File: config.mk
export PLATFORM = sky130hd
export DESIGN_NAME = button_debouncer
export DESIGN_NICKNAME = d
export VERILOG_FILES = /design/src/rtl/button_debouncer.sv
export SDC_FILE = /design/constraint.sdc
export NUM_CORES = 1
export LEC_CHECK = 0
export BUFFER_PORTS_ARGS = -buffer_cell sky130_fd_sc_hd__clkbuf_2
export CORE_AREA = 2 2 39 41
export DETAILED_ROUTE_END_ITERATION = 8
export DIE_AREA = 0 0 41 43
export GPL_TIMING_DRIVEN = 0
export MAX_ROUTING_LAYER = met4
export PLACE_DENSITY = 0.6
export REMOVE_ABC_BUFFERS = 1
export SLEW_MARGIN = 20
export SYNTH_ARGS = -nofsm -noshare
export SYNTH_HDL_FRONTEND = slang
export SYNTH_SLANG_ARGS = --single-unit
File: constraint.sdc
create_clock -name clk -period 2.3 [get_ports clk]
set_clock_uncertainty 0.15 [all_clocks]
set_input_delay 0.115 -clock clk [delete_from_list [all_inputs] [get_ports clk]]
set_output_delay 0.115 -clock clk [all_outputs]
set_load 0.01 [all_outputs]
File: src/rtl/button_debouncer.sv
// button_debouncer
// Debounces one raw push-button against the ~100 Hz divided clock s_clk.
// s_clk is treated as data: it is synchronized into clk and edge-detected
// into a one-cycle sample tick, so the whole block lives in the clk domain.
// Outputs a registered debounced level and a one-cycle press pulse.
//
// Optional feature: define AUTOREPEAT_EN to add hold-to-repeat pulses
// (first repeat after REPEAT_DELAY ticks, then every REPEAT_RATE ticks).
//
// state           | meaning
// ----------------+------------------------------------------------------
// IDLE            | released and stable, waiting for a high sample
// CONFIRM_PRESS   | counting consecutive high samples toward acceptance
// PRESSED         | press accepted, level high, waiting for a low sample
// CONFIRM_RELEASE | counting consecutive low samples, level still high

module button_debouncer #(
   parameter int STABLE_SAMPLES = 4,
   parameter int CNT_W          = 3,
   parameter int REPEAT_DELAY   = 50,
   parameter int REPEAT_RATE    = 10,
   parameter int REPEAT_W       = 8
) (
   input  logic clk,
   input  logic reset,
   input  logic s_clk,
   input  logic btn_in,
   output logic btn_level,
   output logic btn_pulse
);

   typedef enum logic [1:0] {
      IDLE            = 2'd0,
      CONFIRM_PRESS   = 2'd1,
      PRESSED         = 2'd2,
      CONFIRM_RELEASE = 2'd3
   } state_t;

   // Sample count compared one bit wider than the counter so cnt+1 never wraps.
   localparam logic [CNT_W:0] STABLE_N      = (CNT_W+1)'(STABLE_SAMPLES);
   localparam bit             SINGLE_SAMPLE = (STABLE_SAMPLES == 1);

   // Synchronizer flops
   logic btn_meta_q,  btn_meta_d;
   logic btn_sync_q,  btn_sync_d;
   logic sclk_meta_q, sclk_meta_d;
   logic sclk_sync_q, sclk_sync_d;
   logic sclk_dly_q,  sclk_dly_d;

   // FSM flops
   state_t           state_q, state_d;
   logic [CNT_W-1:0] cnt_q,   cnt_d;
   logic             level_q, level_d;
   logic             pulse_q, pulse_d;

   logic             btn_s;
   logic             tick;
   logic [CNT_W:0]   cnt_inc;
   logic             press_accept;
   logic             repeat_fire;

`ifdef AUTOREPEAT_EN
   localparam logic [REPEAT_W-1:0] DELAY_N = REPEAT_W'(REPEAT_DELAY);
   localparam logic [REPEAT_W-1:0] RATE_N  = REPEAT_W'(REPEAT_RATE);

   logic [REPEAT_W-1:0] rcnt_q, rcnt_d;
   logic                rarmed_q, rarmed_d;
   logic [REPEAT_W-1:0] rcnt_inc;
   logic [REPEAT_W-1:0] rcnt_target;
`endif

   // Synchronizer next-state: two flops per async input plus an s_clk delay flop
   always_comb begin
      btn_meta_d  = btn_in;
      btn_sync_d  = btn_meta_q;
      sclk_meta_d = s_clk;
      sclk_sync_d = sclk_meta_q;
      sclk_dly_d  = sclk_sync_q;
   end

   assign btn_s   = btn_sync_q;
   assign tick    = sclk_sync_q & ~sclk_dly_q;
   assign cnt_inc = {1'b0, cnt_q} + {{CNT_W{1'b0}}, 1'b1};

   // Debounce FSM next-state: only moves on a sample tick
   always_comb begin
      state_d      = state_q;
      cnt_d        = cnt_q;
      press_accept = 1'b0;
      if (tick) begin
         case (state_q)
            IDLE: begin
               if (btn_s) begin
                  if (SINGLE_SAMPLE) begin
                     state_d      = PRESSED;
                     cnt_d        = '0;
                     press_accept = 1'b1;
                  end else begin
                     state_d = CONFIRM_PRESS;
                     cnt_d   = CNT_W'(1);
                  end
               end
            end
            CONFIRM_PRESS: begin
               if (btn_s) begin
                  if (cnt_inc == STABLE_N) begin
                     state_d      = PRESSED;
                     cnt_d        = '0;
                     press_accept = 1'b1;
                  end else begin
                     cnt_d = cnt_inc[CNT_W-1:0];
                  end
               end else begin
                  state_d = IDLE;
                  cnt_d   = '0;
               end
            end
            PRESSED: begin
               if (!btn_s) begin
                  if (SINGLE_SAMPLE) begin
                     state_d = IDLE;
                     cnt_d   = '0;
                  end else begin
                     state_d = CONFIRM_RELEASE;
                     cnt_d   = CNT_W'(1);
                  end
               end
            end
            CONFIRM_RELEASE: begin
               if (!btn_s) begin
                  if (cnt_inc == STABLE_N) begin
                     state_d = IDLE;
                     cnt_d   = '0;
                  end else begin
                     cnt_d = cnt_inc[CNT_W-1:0];
                  end
               end else begin
                  // Bounce during release: back to PRESSED without a new pulse
                  state_d = PRESSED;
                  cnt_d   = '0;
               end
            end
            default: begin
               state_d = IDLE;
               cnt_d   = '0;
            end
         endcase
      end
   end

`ifdef AUTOREPEAT_EN
   assign rcnt_inc    = rcnt_q + {{(REPEAT_W-1){1'b0}}, 1'b1};
   assign rcnt_target = rarmed_q ? RATE_N : DELAY_N;

   // Auto-repeat counter: counts held ticks in PRESSED, frozen in CONFIRM_RELEASE
   always_comb begin
      rcnt_d      = rcnt_q;
      rarmed_d    = rarmed_q;
      repeat_fire = 1'b0;
      if (press_accept || (state_d == IDLE)) begin
         rcnt_d   = '0;
         rarmed_d = 1'b0;
      end else if (tick && (state_q == PRESSED) && (state_d == PRESSED)) begin
         if (rcnt_inc == rcnt_target) begin
            repeat_fire = 1'b1;
            rcnt_d      = '0;
            rarmed_d    = 1'b1;
         end else begin
            rcnt_d = rcnt_inc;
         end
      end
   end
`else
   assign repeat_fire = 1'b0;
`endif

   // Output next-state: level follows the accepted state, pulse on accept/repeat
   always_comb begin
      level_d = (state_d == PRESSED) || (state_d == CONFIRM_RELEASE);
      pulse_d = press_accept | repeat_fire;
   end

   // All state and registered outputs
   always_ff @(posedge clk or negedge reset) begin
      if (!reset) begin
         btn_meta_q  <= 1'b0;
         btn_sync_q  <= 1'b0;
         sclk_meta_q <= 1'b0;
         sclk_sync_q <= 1'b0;
         sclk_dly_q  <= 1'b0;
         state_q     <= IDLE;
         cnt_q       <= '0;
         level_q     <= 1'b0;
         pulse_q     <= 1'b0;
`ifdef AUTOREPEAT_EN
         rcnt_q      <= '0;
         rarmed_q    <= 1'b0;
`endif
      end else begin
         btn_meta_q  <= btn_meta_d;
         btn_sync_q  <= btn_sync_d;
         sclk_meta_q <= sclk_meta_d;
         sclk_sync_q <= sclk_sync_d;
         sclk_dly_q  <= sclk_dly_d;
         state_q     <= state_d;
         cnt_q       <= cnt_d;
         level_q     <= level_d;
         pulse_q     <= pulse_d;
`ifdef AUTOREPEAT_EN
         rcnt_q      <= rcnt_d;
         rarmed_q    <= rarmed_d;
`endif
      end
   end

   assign btn_level = level_q;
   assign btn_pulse = pulse_q;

endmodule

# ---- After elaboration in Yosys (flattened, before gate mapping)
# Cells that the tools add are included.
# Widths: inputs -> output; s select.
dict set report op_classes {
  reduce_logical 3
  muxes 18
  bitwise_logic 2
  n_eq_ne 8
  add_sub_neg 1
}
# operator count
set op_table {}
lappend op_table {{$mux 3} 5}
lappend op_table {{$mux 2} 7}
lappend op_table {{$pmux 3 s4} 1}
lappend op_table {{$eq 2x2->1 const B} 4}
lappend op_table {{$pmux 2 s4} 1}
lappend op_table {{$add 3x1->4 const B} 1}
lappend op_table {{$eq 4x3->1 const B} 1}
lappend op_table {{$mux 1} 4}
lappend op_table {{$ne 2x2->1 const B} 2}
lappend op_table {{$reduce_and 3->1} 1}
lappend op_table {{$eq 2x1->1 const B} 1}
lappend op_table {{$logic_not 2->1} 1}
lappend op_table {{$and 1x1->1} 1}
lappend op_table {{$logic_or 1x1->1} 1}
lappend op_table {{$not 1->1} 1}
dict set report totals {
  elab_cells 41
  register_bits 12
  in_bits 4
  output_inout_bits 2
}

# ---- Longest topological paths before layout
# Gate-level depths: netlist (run 1).
dict set report depth {
  depth_word 8
  ltp_mapped 5
  ltp_nobuf 5
}

# ---- Least setup slack after synthesis (run 1)
# OpenSTA, ideal clock, no wires.
dict set report synth_timing {
  path_type {register to register}
  start {register cnt_q[0]}
  end {register state_q[1]}
  synth_period_minus_slack_ns 1.670
  path_buffers 0
  setup_ns 0.127
  t_arrival_ns 1.392
  path_stages_with_launch 6
  t_required_ns 2.023
  setup_slack_ns 0.630
  cell_sequence {dfrtp_1 -> ha_1 -> nand2b_1 -> o21a_4 -> nor2_4 -> mux2_1}
}
dict set report synth_between {
  elab_chain_len 6
  word_cells_on_any_way 8
  cone_classes {1 x add/sub; 1 x eq/ne; 6 x mux}
}
# item line
set synth_rtl {}
lappend synth_rtl {{from (decl)} 52} ;# logic [CNT_W-1:0] cnt_q, cnt_d;
lappend synth_rtl {{from (signal assigned)} 206} ;# cnt_q <= cnt_d;
lappend synth_rtl {{$add 3x1->4 (*)} 83} ;# assign cnt_inc = {1'b0, cnt_q} + {{CNT_W{1'b0}}, 1'b1};
lappend synth_rtl {{$eq 4x3->1 (*)} {106, 131}}
lappend synth_rtl {{$mux 2 (on tied branches)} {131, 106}}
lappend synth_rtl {{$mux 2 (on tied branches)} {130, 105}}
lappend synth_rtl {{$pmux 2 s4 (*)} 91} ;# case (state_q)
lappend synth_rtl {{$mux 2 (*)} 90} ;# if (tick) begin
lappend synth_rtl {{net state_d[1]} 51} ;# state_t state_q, state_d;
lappend synth_rtl {{to (signal assigned)} 205} ;# state_q <= state_d;
lappend synth_rtl {{to (decl)} 51}
# The timed path passes the listed nets; every way through them passes the cells marked *.
# A chain may end at the register's enable or synchronous reset.

# ---- Worst setup path in the final report (run 1)
# Same ends and word-level chain as after synthesis.

==> run summary, run 1 <==
Clock power share: 0.289
Synth Instances: 39
CTS resizes: 0
H-Tree Level Count: 1
Fmax: 573 MHz
Sequential area share after synthesis: 0.574
Least-Margin Pin Slew: 0.301 ns
Pin count of the biggest net entering global routing: 13
CTS Buf Count: 3
Yosys cell types: 21
Power density cells: 867 nW/um2
Final wirelength: 746 um
Combinational power share: 0.226
Slowest CP cell: dfrtp_1
Clk sinks: 12
Initial antenna violation count: 0
GR Util All Layers: 0.115
IO buf count: 5
Slew margin rel.: 0.796
Starting density of the core: 0.378
Vias in the first global route: 320
CP peak stage delay: 0.42 ns
First-pass GRT wire length: 1.31 mm
Vias after detailed routing: 334
Status: completed
Share of post-route cells with drive strength above 1: 0.314
Routed len/inst: 11.1 um
# placed instances: 60
Final #Nets: 58
TritonRoute pass-1 iters: 2
Seq pwr share: 0.485
Via density: 4.99
Critical Path Fanout Max: 5
Layout overhead on the synthesized area: 21.3%
#FFs+latches synth: 12
Setup CP Type: reg -> reg
Routability cong.: 0.684
Arr. time, crit path: 1.74 ns
Max Transition Viols Final: 0
Hold WS: 0.145 ns
Drt drc: 0
Post-layout util: 0.458
Max VDD drop: 0.000437 V
Worst hold path type: in -> async
Int Pwr: 0.401 mW
Die area: 1760 um2
Seq. cell area: 300 um2
ANT cells: 0
CTS max path bufs: 2
DRT iter0 DRCs: 2
Fin. Hold Viols: 0
Final WS setup: 0.555 ns
Mean area per synthesized cell: 13.4 um2
CP Capture Type: register
Rows: 14
Area occupied by multi-input gates: 223 um2
Leak Pwr: 0.287 nW
Die width: 41 um
Crit path time final: 1.74 ns
Synth Warn #: 0
Crit start category: register
Dpl hpwl: 569 um
Non-filler cells in the finished layout: 67
CORE AREA: 1380 um2
Setup TNS Final: 0 ns
Switching share of power: 0.271
Period utilisation layout: 0.759
Grt ovf: 0
Clk pin slew, worst setup/hold paths: 0.07 ns
# fillers: 130
Total of max-cap violations: 0
Crit path required time: 2.30 ns
Die Y: 43 um
Pre-CTS setup slack: 0.549 ns
Worst path cell trace: ha_1, nand2b_1, o21a_4, nor2_4, mux2_1
I/O pins: 6
Cell area after synthesis: 523 um2
Skew-Pair Late Insertion Delay: 0.26 ns
CTS tree: done
CTS root buf: clkbuf_4
Post-DRT Antenna Nets: 0
Switching pwr: 0.149 mW
Final Setup Violations: 0
Unrepaired setup endpoints after global routing: false
-- cell families (layout without fill, tap and decap cells) --
kind of cell	count (synthesis)	in the layout	share of synthesized area
simple gates	14	14	0.182
mux	2	2	0.0502
flops	12	12	0.574
fa+ha+maj	2	2	0.0478
buf+inv	0	12	0
xor+xnor	1	1	0.0311
compound gates	8	8	0.115
-- power by group through the flow --
stage,Combinational [mW],Sequential [mW],Clock [mW]
after floorplan,0.0967,0.266,0
after global placement,0.119,0.270,0
after detailed placement,0.122,0.271,0
after CTS,0.126,0.267,0.167
after global routing,0.136,0.272,0.177
final,0.125,0.267,0.159
-- layer usage --
metal / vias to the layer above / GRT usage / part of all wire
met5: - / - / 0
met2: 5 / 0.166 / 0.49
met3: 2 / 0.0157 / 0.023
met4: 0 / 0.0600 / 0.020
met1: 163 / 0.152 / 0.46
li1: 164 / - / -
-- cell usage after synthesis --
| library cell | count | area, um2 |
|---|---|---|
| dfrtp_1 | 12 | 300 |
| nand2_1 | 4 | 15.0 |
| nand2b_1 | 3 | 18.8 |
| ha_1 | 2 | 25.0 |
| o21ai_1 | 2 | 10.0 |
| a21oi_1 | 1 | 5.00 |
| a31oi_1 | 1 | 6.26 |
| a32o_1 | 1 | 10.0 |
| and2_4 | 1 | 8.76 |
| and2b_1 | 1 | 7.51 |
| and2b_2 | 1 | 8.76 |
| mux2_1 | 1 | 11.3 |
| mux2_4 | 1 | 15.0 |
| nand3_2 | 1 | 10.0 |
| nand4_1 | 1 | 6.26 |
| nor2_4 | 1 | 11.3 |
| nor4b_1 | 1 | 8.76 |
| o21a_4 | 1 | 15.0 |
| o21ai_0 | 1 | 5.00 |
| o32ai_1 | 1 | 8.76 |
| xor2_2 | 1 | 16.3 |
-- registers in the layout, indices dropped and copies added (netlist names) --
register	flops
sclk_dly_q	1
state_q	2
cnt_q	3
btn_pulse	1
btn_s	1
sclk_meta_q	1
btn_meta_q	1
btn_level	1
sclk_dly_d	1
-- worst paths after layout --
path	from	to	slack, ns	depth (start not counted)
max	cnt_q[0]	state_q[1]	0.56	5
min	reset	btn_s	0.14	2
max reg2reg	cnt_q[0]	state_q[1]	0.56	5
min reg2reg	sclk_meta_q	sclk_dly_d	0.21	0
max in group asynchronous	reset	cnt_q[1]	1.64	2
min in group clk	sclk_meta_q	sclk_dly_d	0.21	0
-- cells in the final DEF, fill, tap and decap left out, types with 2 or more instances in the layout --
cell type,instances
dfrtp_1,12
clkbuf_2,5
dlygate4sd3_1,3
o21ai_1,2
ha_1,2
clkbuf_4,3
nand2b_1,3
nand2_1,4
-- what timing repair did --
action,in CTS,in global routing
hold endpoints to repair,14,0
setup buffers,0,0
hold buffers,3,0
-- stage by stage --
stage	area [um2]	total power [mW]
2_1_floorplan	523	0.363
3_3_place_gp	568	0.389
3_5_place_dp	568	0.393
4_1_cts	634	0.560
5_1_grt	634	0.585
6_report	634	0.550
-- worst max-delay path: cells and delay by family (launching register included) --
kind,cells,cell delay (ns)
multiplexers,1,0.32
adder cells (fa/ha/maj),1,0.23
AND/OR/NAND/NOR,2,0.29
flip-flops,1,0.42
AO/OA/AOI/OAI,1,0.22
-- final cells by class --
cell class,instances,area share
Tap cell,16,0.0316
Sequential cell,12,0.473
Clock buffer,4,0.0572
Timing Repair Buffer,8,0.0868
Multi-Input combinational cell,27,0.351
No activity file was read; power rests on OpenSTA's default activity.
==> inputs of run 2 (changes only) <==
--- a/config.mk
+++ b/config.mk
@@ -11,7 +11,7 @@
 export DIE_AREA = 0 0 41 43
 export GPL_TIMING_DRIVEN = 0
 export MAX_ROUTING_LAYER = met4
-export PLACE_DENSITY = 0.6
+export PLACE_DENSITY = 0.63
 export REMOVE_ABC_BUFFERS = 1
 export SLEW_MARGIN = 20
 export SYNTH_ARGS = -nofsm -noshare
==> constraint.sdc (replaced) <==
create_clock -name clk -period 1.46 [get_ports clk]
set_clock_uncertainty 0.15 [all_clocks]
set_input_delay 0.073 -clock clk [delete_from_list [all_inputs] [get_ports clk]]
set_output_delay 0.073 -clock clk [all_outputs]
set_load 0.01 [all_outputs]
==> run 2 against run 1 <==
Net effect: the flow now finishes with violations (setup timing); utilization up 4.1 points; sequential cell count unchanged; design area up 8.9%; wire length up 13%; critical endpoint is now btn_level; global-route usage up 0.46 points; fmax up 9.4%; setup slack worse by 0.69 ns; count of clock-buffer cells in the layout unchanged.
==> run summary, run 2 (synthesized netlist as in run 1, its figures left out) <==
Status: finished, violations left
Failing checks: setup timing
Crit start category: register
Vias in the first global route: 336
# placed instances: 60
Max VDD drop: 0.000768 V
Period utilisation layout: 1.09
CTS max path bufs: 2
Final Setup Violations: 3
Least-Margin Pin Slew: 0.271 ns
Total Power Consumption: 0.958 mW
CTS root buf: clkbuf_4
Drt drc: 0
Die Y: 43 um
Max Transition Viols Final: 0
Post-layout util: 0.499
Setup CP Type: reg -> reg
Rows: 14
Critical Path Fanout Max: 3
Routed len/inst: 11.9 um
Final wirelength: 844 um
Total of max-cap violations: 0
Largest regs: cnt_q x3, state_q x2
Leak Pwr: 0.306 nW
Worst hold path type: in -> async
Crit path time final: 1.60 ns
Clk pin slew, worst setup/hold paths: 0.07 ns
DRT iter0 DRCs: 10
CORE AREA: 1380 um2
Post-DRT Antenna Nets: 0
Most common cell after layout, fill and taps aside: dfrtp_1
CTS tree: done
Unrepaired setup endpoints after global routing: true
Fmax: 627 MHz
I/O pins: 6
Pin count of the biggest net entering global routing: 13
Most frequent cells in the layout: 12 x dfrtp_1, 5 x clkbuf_2, 4 x nand2_1, 4 x buf_4
Final #Nets: 62
CTS Buf Count: 3
Grt ovf: 0
TritonRoute pass-1 iters: 4
IO buf count: 5
Clk sinks: 12
Power density cells: 1390 nW/um2
Arr. time, crit path: 1.60 ns
Share of post-route cells with drive strength above 1: 0.436
Skew-Pair Late Insertion Delay: 0.27 ns
Setup TNS Final: -0.287 ns
Via density: 4.92
Final WS setup: -0.135 ns
Slew margin rel.: 0.817
Die width: 41 um
CP Capture Type: register
# fillers: 123
Fin. Hold Viols: 0
Crit path required time: 1.46 ns
H-Tree Level Count: 1
GR Util All Layers: 0.119
ANT cells: 0
Max reg flops: 3
Dpl hpwl: 544 um
Starting density of the core: 0.378
Die area: 1760 um2
First-pass GRT wire length: 1.30 mm
Vias after detailed routing: 349
Routability cong.: 0.663
Initial antenna violation count: 0
Layout overhead on the synthesized area: 32.1%
Non-filler cells in the finished layout: 71
Largest reg by FF count: cnt_q
-- run 2: changes by cell type in the layout (fill, tap and decap cells not counted), sizes merged --
cell | previous run | this run
buf | 0 | 4
-- run 2: area by class of cell --
cell class | instances | area [um2] | area share
clock buffer | 4 | 36.3 | 0.0525
timing repair buffer | 12 | 85.1 | 0.123
sequential | 12 | 300 | 0.435
multi-input combinational | 27 | 249 | 0.361
tap | 16 | 20.0 | 0.0290
-- run 2: worst paths after layout --
path	slack [ns]	to	cells past startpoint	startpoint
worst max-delay path	-0.14	btn_level	5	cnt_q[1]
worst min-delay path	0.06	state_q[1]	2	reset
worst max register to register	-0.14	btn_level	5	cnt_q[1]
worst min register to register	0.20	btn_s	0	btn_meta_q
max in group asynchronous	0.88	cnt_q[1]	2	reset
min in group clk	0.20	btn_s	0	btn_meta_q
-- run 2: metrics by stage --
step / instance area (um2) / hold slack, ns / worst slack, ns
after CTS: 681 / 0.0649 / -0.138
after detailed placement: 568 / -0.183 / -0.293
after global placement: 568 / -0.178 / -0.267
final: 691 / 0.0571 / -0.135
after global routing: 691 / 0.0786 / -0.203
after floorplan: 523 / -0.373 / -0.210
-- run 2: report_power, final --
group / internal (mW) / switching (mW) / leakage (nW)
registers: 0.377 / 0.0414 / 0.150
logic: 0.162 / 0.122 / 0.135
clock network: 0.151 / 0.105 / 0.0210
-- run 2: critical path, cell delays in order, from the launching register on --
cell and delay (ns):
dfrtp_1 0.39, ha_2 0.19, nand2b_4 0.14, o21a_4 0.21, nor2_4 0.11, mux2_4 0.30
-- run 2: repair_timing --
item / 4_1_cts / 5_1_grt
buffers inserted: 4 / 0
endpoints found under the setup margin: 4 / 5
endpoints found under the hold margin: 14 / 0
gates resized for setup: 4 / 1
hold buffers: 3 / 0
pin swaps: 3 / 0
-- run 2: layer usage --
layer | global-route usage | wire length [um]
met5 | - | 0
met1 | 0.129 | 368
met4 | 0.0600 | 0
met2 | 0.172 | 433
met3 | 0.0628 | 42
==> inputs of run 3 (changes only) <==
--- a/config.mk
+++ b/config.mk
@@ -12,7 +12,6 @@
 export GPL_TIMING_DRIVEN = 0
 export MAX_ROUTING_LAYER = met4
 export PLACE_DENSITY = 0.63
-export REMOVE_ABC_BUFFERS = 1
 export SLEW_MARGIN = 20
 export SYNTH_ARGS = -nofsm -noshare
 export SYNTH_HDL_FRONTEND = slang
==> run 3 against run 2 <==
Net effect: the flow still finishes with violations (setup timing); utilization up 1.4 points; clock power about the same; count of clock-buffer cells in the layout unchanged; largest power group unchanged.
==> run summary, run 3 (synthesized netlist as in run 1, its figures left out) <==
Via density: 4.69
First-pass GRT wire length: 1.38 mm
Status: finished, violations left
Crit path required time: 1.46 ns
ANT cells: 0
Bufs and invs on worst path: 0
Final Setup Violations: 4
CTS max path bufs: 2
Slew margin rel.: 0.811
Fmax: 620 MHz
Rows: 14
Fin. Hold Viols: 0
Total Power Consumption: 1.00 mW
CTS Buf Count: 3
Crit path time final: 1.61 ns
GR Util All Layers: 0.124
CTS tree: done
Largest regs: cnt_q x3, state_q x2
Share of post-route cells with drive strength above 1: 0.464
Placed instance area: 582 um2
Most frequent cells in the layout: 12 x dfrtp_1, 5 x clkbuf_2, 4 x nand2_1
Seq pwr share: 0.420
Routed len/inst: 11.4 um
Grt ovf: 0
Int Pwr: 0.722 mW
CTS root buf: clkbuf_4
Initial antenna violation count: 0
Most common cell after layout, fill and taps aside: dfrtp_1
Critical path's top delay family: flip-flops
Max Transition Viols Final: 0
TritonRoute pass-1 iters: 2
Final #Nets: 63
Switching pwr: 0.282 mW
CP Capture Type: register
Critical Path Fanout Max: 2
Max reg flops: 3
Slowest CP cell: dfrtp_1
Die width: 41 um
CP peak stage delay: 0.40 ns
Area of all placed cells without fillers: 709 um2
Unrepaired setup endpoints after global routing: true
Starting density of the core: 0.378
Combinational power share: 0.323
Total of max-cap violations: 0
Leak Pwr: 0.313 nW
Switching share of power: 0.281
CORE AREA: 1380 um2
Vias after detailed routing: 338
DRT iter0 DRCs: 3
Pin count of the biggest net entering global routing: 13
Setup TNS Final: -0.452 ns
Setup CP Type: reg -> reg
Least-Margin Pin Slew: 0.284 ns
Crit start category: register
Post-Syn Nets: 45
Failing checks: setup timing
Arr. time, crit path: 1.61 ns
Dpl hpwl: 561 um
I/O pins: 6
Skew-Pair Late Insertion Delay: 0.27 ns
IO buf count: 5
Worst path cell trace: ha_2, nand2b_4, o21a_4, nor2_4, mux2_4
H-Tree Level Count: 1
Largest reg by FF count: cnt_q
Power density cells: 1420 nW/um2
Vias in the first global route: 311
Post-DRT Antenna Nets: 0
Clk sinks: 12
Worst hold path type: in -> async
Clock power share: 0.257
Die area: 1760 um2
Period utilisation layout: 1.10
Clk pin slew, worst setup/hold paths: 0.07 ns
Layout overhead on the synthesized area: 35.6%
Final WS setup: -0.152 ns
Die Y: 43 um
Routability cong.: 0.679
Drt drc: 0
Final wirelength: 823 um
Max VDD drop: 0.000686 V
## run 3: final cells by class
class	instances	area (um2)
Sequential cell	12	300
Fill cell	125	674
Tap cell	16	20.0
Multi-Input combinational cell	27	253
Timing Repair Buffer	13	100
Clock buffer	4	36.3
## run 3: power by group through the flow
| stage | Clock, mW | Sequential (mW) | Combinational (mW) |
|---|---|---|---|
| after floorplan | 0 | 0.427 | 0.167 |
| after CTS | 0.270 | 0.419 | 0.310 |
| final | 0.258 | 0.422 | 0.325 |
| after global placement | 0 | 0.432 | 0.200 |
| after detailed placement | 0 | 0.434 | 0.205 |
| after global routing | 0.286 | 0.428 | 0.350 |
## run 3: path summary, 6_finish.rpt
kind / start / to / slack (ns) / cells after the start
min reg2reg: btn_meta_q / btn_s / 0.20 / 0
max: cnt_q[1] / btn_level / -0.15 / 5
min: reset / state_q[1] / 0.06 / 2
min in group clk: btn_meta_q / btn_s / 0.20 / 0
max reg2reg: cnt_q[1] / btn_level / -0.15 / 5
max in group asynchronous: reset / cnt_q[2] / 0.88 / 2
## run 3: through the flow
stage / worst slack, ns / std cells / util / hold WS, ns
2_1_floorplan: -0.117 / 39 / - / -0.373
3_3_place_gp: -0.167 / 60 / 0.420 / -0.181
3_5_place_dp: -0.180 / 60 / 0.420 / -0.179
4_1_cts: -0.187 / 72 / 0.503 / 0.0611
5_1_grt: -0.196 / 72 / 0.513 / 0.0734
6_report: -0.152 / 72 / 0.513 / 0.0565
## run 3: what timing repair did
action | 4_1_cts | 5_1_grt
setup buffers | 5 | 0
resized for setup | 4 | 2
hold buffers | 3 | 0
setup endpoints to repair | 4 | 5
pin swaps | 3 | 4
hold endpoints to repair | 14 | 0
## run 3: layer usage
layer / track usage / vias to the layer above / wire length, um
li1: - / 173 / -
met5: - / - / 0
met3: 0.0471 / 0 / 25
met4: 0.0400 / 0 / 0
met1: 0.168 / 160 / 375
met2: 0.169 / 5 / 421
